## src/rtl/canvas_arbiter.sv

```systemverilog
// Canvas RAM arbiter: scan-out reads always win the single RAM port.
// Brush stamps and canvas clears use the cycles that scan-out leaves free.
module canvas_arbiter #(
    parameter int          CANVAS_W   = 160,
    parameter int          CANVAS_H   = 120,
    parameter int          ADDR_W     = 15,
    parameter logic [2:0]  ERASE_CODE = 3'b000
) (
    input  logic              clk,
    input  logic              reset,
    input  logic              pixEn,
    input  logic              vidActive,
    input  logic [7:0]        canvX,
    input  logic [6:0]        canvY,
    input  logic              cmdValid,
    output logic              cmdReady,
    input  logic              cmdClear,
    input  logic [7:0]        cmdX,
    input  logic [6:0]        cmdY,
    input  logic [3:0]        cmdSize,
    input  logic [2:0]        cmdColor,
    input  logic [7:0]        cursorX,
    input  logic [6:0]        cursorY,
    output logic [ADDR_W-1:0] memAddr,
    output logic              memWe,
    output logic [2:0]        memWData,
    input  logic [2:0]        memRData,
    output logic [2:0]        colorCode,
    output logic              brush,
    output logic              busy,
    output logic [1:0]        dbgState
);

    // Command handshake: a command transfers in any cycle where cmdValid && cmdReady;
    // cmdValid is held by the producer until then and fields are sampled on that edge.

    typedef enum logic [1:0] {
        IDLE  = 2'd0,
        STAMP = 2'd1,
        CLEAR = 2'd2
    } state_t;

    localparam logic signed [9:0]  X_MAX     = 10'(CANVAS_W - 1);
    localparam logic signed [9:0]  Y_MAX     = 10'(CANVAS_H - 1);
    localparam logic [ADDR_W-1:0]  LAST_ADDR = ADDR_W'(CANVAS_W * CANVAS_H - 1);

    function automatic logic [ADDR_W-1:0] addr_of(input logic [7:0] x, input logic [6:0] y);
        return ADDR_W'(y) * ADDR_W'(CANVAS_W) + ADDR_W'(x);
    endfunction

    state_t state;
    state_t stateNext;

    logic scan;
    logic accept;

    logic [7:0]        x0Q;
    logic [7:0]        x1Q;
    logic [6:0]        y1Q;
    logic [7:0]        curX;
    logic [6:0]        curY;
    logic [2:0]        colorQ;
    logic [ADDR_W-1:0] clrAddr;

    logic stampLast;
    logic clearLast;

    assign scan      = pixEn && vidActive;
    assign accept    = cmdValid && cmdReady;
    assign stampLast = (curX == x1Q) && (curY == y1Q);
    assign clearLast = (clrAddr == LAST_ADDR);
    assign dbgState  = state;

    // Clipped brush rectangle, computed signed so edges near 0 never wrap.
    logic signed [9:0] cx;
    logic signed [9:0] cy;
    logic signed [9:0] cs;
    logic signed [9:0] bx0;
    logic signed [9:0] bx1;
    logic signed [9:0] by0;
    logic signed [9:0] by1;
    logic              stampEmpty;

    always_comb begin
        cx  = $signed({2'b00, cmdX});
        cy  = $signed({3'b000, cmdY});
        cs  = $signed({6'b000000, cmdSize});
        bx0 = cx - cs;
        bx1 = cx + cs;
        by0 = cy - cs;
        by1 = cy + cs;
        if (bx0 < 0) begin
            bx0 = '0;
        end
        if (by0 < 0) begin
            by0 = '0;
        end
        if (bx1 > X_MAX) begin
            bx1 = X_MAX;
        end
        if (by1 > Y_MAX) begin
            by1 = Y_MAX;
        end
        stampEmpty = (bx0 > bx1) || (by0 > by1);
    end

    always_ff @(posedge clk) begin
        if (reset) begin
            state <= IDLE;
        end else begin
            state <= stateNext;
        end
    end

    always_comb begin
        stateNext = state;
        cmdReady  = 1'b0;
        busy      = 1'b0;
        memWe     = 1'b0;
        memAddr   = '0;
        memWData  = '0;
        if (reset) begin
            stateNext = IDLE;
        end else begin
            case (state)
                IDLE: begin
                    cmdReady = 1'b1;
                    if (cmdValid) begin
                        if (cmdClear) begin
                            stateNext = CLEAR;
                        end else if (!stampEmpty) begin
                            stateNext = STAMP;
                        end
                    end
                end
                STAMP: begin
                    busy = 1'b1;
                    if (!scan) begin
                        memWe    = 1'b1;
                        memAddr  = addr_of(curX, curY);
                        memWData = colorQ;
                        if (stampLast) begin
                            stateNext = IDLE;
                        end
                    end
                end
                CLEAR: begin
                    busy = 1'b1;
                    if (!scan) begin
                        memWe    = 1'b1;
                        memAddr  = clrAddr;
                        memWData = ERASE_CODE;
                        if (clearLast) begin
                            stateNext = IDLE;
                        end
                    end
                end
                default: begin
                    stateNext = IDLE;
                end
            endcase
            // Scan slot owns the port; the pending write simply waits a cycle.
            if (scan) begin
                memAddr = addr_of(canvX, canvY);
            end
        end
    end

    always_ff @(posedge clk) begin
        if (reset) begin
            x0Q     <= '0;
            x1Q     <= '0;
            y1Q     <= '0;
            curX    <= '0;
            curY    <= '0;
            colorQ  <= '0;
            clrAddr <= '0;
        end else if (accept) begin
            x0Q     <= bx0[7:0];
            x1Q     <= bx1[7:0];
            y1Q     <= by1[6:0];
            curX    <= bx0[7:0];
            curY    <= by0[6:0];
            colorQ  <= cmdColor;
            clrAddr <= '0;
        end else if (state == STAMP && !scan) begin
            if (curX == x1Q) begin
                curX <= x0Q;
                curY <= curY + 7'd1;
            end else begin
                curX <= curX + 8'd1;
            end
        end else if (state == CLEAR && !scan) begin
            clrAddr <= clrAddr + ADDR_W'(1);
        end
    end

    // Cursor outline hit for the current scan pixel.
    logic signed [8:0] dx;
    logic signed [8:0] dy;
    logic [8:0]        adx;
    logic [8:0]        ady;
    logic [8:0]        sz9;
    logic              hit;

    always_comb begin
        dx  = $signed({1'b0, canvX}) - $signed({1'b0, cursorX});
        dy  = $signed({2'b00, canvY}) - $signed({2'b00, cursorY});
        adx = dx[8] ? 9'(-dx) : 9'(dx);
        ady = dy[8] ? 9'(-dy) : 9'(dy);
        sz9 = {5'b00000, cmdSize};
        hit = (adx <= sz9) && (ady <= sz9) && ((adx == sz9) || (ady == sz9));
    end

    logic rdValid1;
    logic hit1;

    // Two-stage alignment: RAM data lands one cycle after the address, then is registered.
    always_ff @(posedge clk) begin
        if (reset) begin
            rdValid1  <= 1'b0;
            hit1      <= 1'b0;
            colorCode <= '0;
            brush     <= 1'b0;
        end else begin
            rdValid1 <= scan;
            hit1     <= scan && hit;
            brush    <= hit1;
            if (rdValid1) begin
                colorCode <= memRData;
            end
        end
    end

endmodule
```

## config.mk

```make
export PLATFORM = sky130hd
export DESIGN_NAME = canvas_arbiter
export DESIGN_NICKNAME = d
export VERILOG_FILES = /design/src/rtl/canvas_arbiter.sv
export SDC_FILE = /design/constraint.sdc
export NUM_CORES = 1
export LEC_CHECK = 0
export ABC_AREA = 1
export ABC_CLOCK_PERIOD_IN_PS = 3500
export BUFFER_PORTS_ARGS = -buffer_cell sky130_fd_sc_hd__buf_4
export CAP_MARGIN = 15
export CORE_UTILIZATION = 45
export DETAILED_ROUTE_END_ITERATION = 10
export PLACE_DENSITY = 0.67
export SYNTH_ARGS = -nofsm -noshare
export SYNTH_HDL_FRONTEND = slang
export SYNTH_SLANG_ARGS = --single-unit
```

## constraint.sdc

```tcl
create_clock -name clk -period 3.5 [get_ports clk]
set_input_delay 0.35 -clock clk [delete_from_list [all_inputs] [get_ports clk]]
set_output_delay 0.35 -clock clk [all_outputs]
set_load 0.005 [all_outputs]
```

==> run summary <==
Number of nets produced by synthesis: 1252
Synth async-reset ratio: 0
Number of hold violations in the final report: 0
Number of register bits inferred by synthesis: 64
Routed wire length: 18860 µm
Number of port buffers: 87
Worst rel slew slack: 0.5602
Total power divided by cell area: 429.3 nW/µm²
Most used cell along the critical path: nand2_1
Final critical delay including setup and external delays: 3.128 ns
Cell chain of the critical path: ha_1 > ha_1 > inv_1 > fa_1 > inv_1 > and2_1 > nand2_1 > nor2_1 > nand2_1 > nand2_1 > nand3_1 > nand2_1 > nand2_1 > a21oi_1 > buf_4
Placed instance count: 1380
Pin count of the biggest net entering global routing: 33
Maximum count of clock buffers along a single path: 2
Tot GR Track Use: 0.2443
CP startpoint kind: flop
Combined buffer and inverter count along the critical path: 3
Clock tree from TritonCTS: yes
Number of nets in the finished design: 1339
Layout Area Growth over Synthesis: 16.42%
Final Instance Count excl. Fillers: 1396
Cells taking the most area after synthesis: dfxtp_1 18%, nand2_1 16%, ha_1 16%
Total number of vias: 7141
Aggregate negative setup slack: 0 ns
Final routed DRC violation total: 0
Clock-pin slew on the worst setup and hold paths: 0.06 ns
Mean area per synthesized cell: 6.456 µm²
Category of the critical setup timing path: flop to output port
Critical path endpoint category: output port
Portion of synthesized cell area occupied by the leading cell type: 0.1816
Die extent in x: 127.2 µm
Fmax: 319.7 MHz
Largest incremental delay on the critical path: 0.42 ns
Die Outline Area: 16190 µm²
Outcome: completed
Number of max-cap violations: 0
Post-CTS Hold Buffers: 0
Height of the die: 127.2 µm
Most repeated cell in the gate-level netlist after synthesis: nand2_1
Setup Fix Bufs, Post-CTS: 0
Via count of the first global-routing pass: 6614
I/O pin count: 88
Average wire length per cell after detail routing: 13.51 µm
Worst hold margin: 0.2068 ns
Htree depth: 3
Initial antenna violation count: 0
Router iterations before antenna repair: 5
Starting density of the core: 0.4625
Synthesis Warnings: 0
Number of cell rows: 45
Power, Total: 3.527 mW
FF/Latch Area: 1282 µm²
First-pass GRT wire length: 31580 µm
Post-Route Skew: 0.006052 ns
Remaining antenna violation count: 0
Syn Std Cell Area: 7057 µm²
Crit path max-delay cell type: fa_1
Critical Path AT: 2.78 ns
Crit path max-delay family: adder cells
Number of instances in the synthesized netlist: 1093
Antenna diode instance count: 0
EDFF count, synth: 0
Clk sink count: 64
Cell taking the most area after synthesis: dfxtp_1
WP data required: 3.15 ns
Transition time of the tightest slew-check pin: 0.6529 ns
Leakage component of the power: 4.186 nW
Portion of the clock cycle consumed by the worst path in the final layout: 0.8937
Portion of the post-synthesis area used by sequential elements: 0.1816
Fraction of layout cells with a size suffix above 1: 0.1443
Maximum fanout along the worst path: 4
Clock Root Buffer: clkbuf_16
Most instantiated cells after synthesis: 296 x nand2_1, 164 x inv_1, 88 x ha_1, 87 x nor2_1, 64 x dfxtp_1
Total of endpoints with negative setup slack in the final report: 0
Overflow after GRT: 0
Half-perimeter wire length after placement: 15320 µm
Max-slew violation count: 0
IR Drop Worst-Case VDD: 0.0003463 V
Fill cell total of the finished layout: 1534
Unique masters post-synth: 51
Multi-input gate area in the final layout: 5002 µm²
Prevailing post-synth register cell: dfxtp_1
Number of buffers inserted during clock tree synthesis: 9
Post-CTS Resized: 0
Unrepaired setup endpoints after global routing: false
Iteration-0 DRC Markers: 504
Post-detailed-route via-to-cell ratio: 5.115
Type of the worst min-delay path: input port to flop
Source-to-sink clock delay at the later pin of the worst-skew pair: 0.34 ns
Placeable Area: 15260 µm²
Last weighted congestion value of the routability-driven placer: 0.9246
==> kinds of logic after synthesis <==
family / synth area share
flops: 0.1816
buf+inv: 0.1096
simple gates: 0.3317
compound gates: 0.1422
fa+ha+maj: 0.1844
xor+xnor: 0.05053
==> report_power, final <==
part | internal [mW] | switching, mW | total, mW
registers | 0.849 | 0.106 | 0.955
logic | 0.627 | 1.06 | 1.69
clock network | 0.547 | 0.338 | 0.884
total | 2.02 | 1.50 | 3.53
==> metrics by stage <==
step	area, µm²	utilization	worst slack (ns)
after global routing	8215	0.5384	0.1269
after detailed placement	7925	0.5194	0.1423
after floorplan	7057	-	0.5957
final	8215	0.5384	0.3720
after CTS	8214	0.5383	0.2524
after global placement	7925	0.5194	0.1738
==> placed cells by master (no fill, tap or decap), types with 4 or more instances in the layout <==
master,n
nand3_1,56
nor2_1,87
buf_4,95
a22o_1,6
clkinv_2,4
o22ai_1,12
xor2_1,22
a31oi_1,7
ha_1,88
a21oi_1,54
nand4_1,29
nor3_1,8
inv_2,10
o21ai_1,15
dfxtp_1,63
xnor2_1,15
clkbuf_16,9
nor2_2,8
nand3_2,5
nand3b_1,10
fa_1,10
inv_1,164
nand2_2,12
a21oi_2,6
nand2_1,296
o21ai_0,50
==> final timing paths <==
path / start / end / slack [ns] / cells past startpoint
setup / recovery: curY[1]$_SDFFE_PP0P_ / memAddr[13] / 0.37 / 15
hold / removal: cmdColor[2] / colorQ[2]$_SDFFE_PP0P_ / 0.21 / 3
setup reg to reg: dbgState[1]$_SDFFE_PP0P_ / clrAddr[5]$_SDFFE_PP0P_ / 0.96 / 9
hold reg to reg: hit1$_SDFF_PP0_ / brush$_SDFF_PP0_ / 0.40 / 2
==> registers in the layout, summed over array words and instances, names as in the netlist, 2 cells and up <==
| name | count |
|---|---|
| curY | 7 |
| colorCode | 3 |
| dbgState | 2 |
| x1Q | 8 |
| y1Q | 7 |
| colorQ | 3 |
| clrAddr | 15 |
| x0Q | 8 |
| curX | 8 |
==> tightest hold or removal path, cell delays in order <==
cell     delay, ns
buf_4         0.08
nand2_1       0.04
o21ai_0       0.05
==> metal layers <==
layer  vias to the layer above  wire length [µm]  track usage
met1                      3217              9298       0.3336
met3                        27               760      0.04271
met5                         -                 0            0
met2                       165              8272       0.3937
met4                         0               527      0.07143
li1                       3732                 -            -
==> cell type report <==
type                       count  area share
clock inverter                 6    0.007310
sequential                    64      0.1561
multi-input combinational    834      0.6089
tap                          211     0.03214
clock buffer                  10     0.02787
inverter                     176     0.08087
timing repair buffer          95     0.08681
Power figures use the tool's default switching activity.
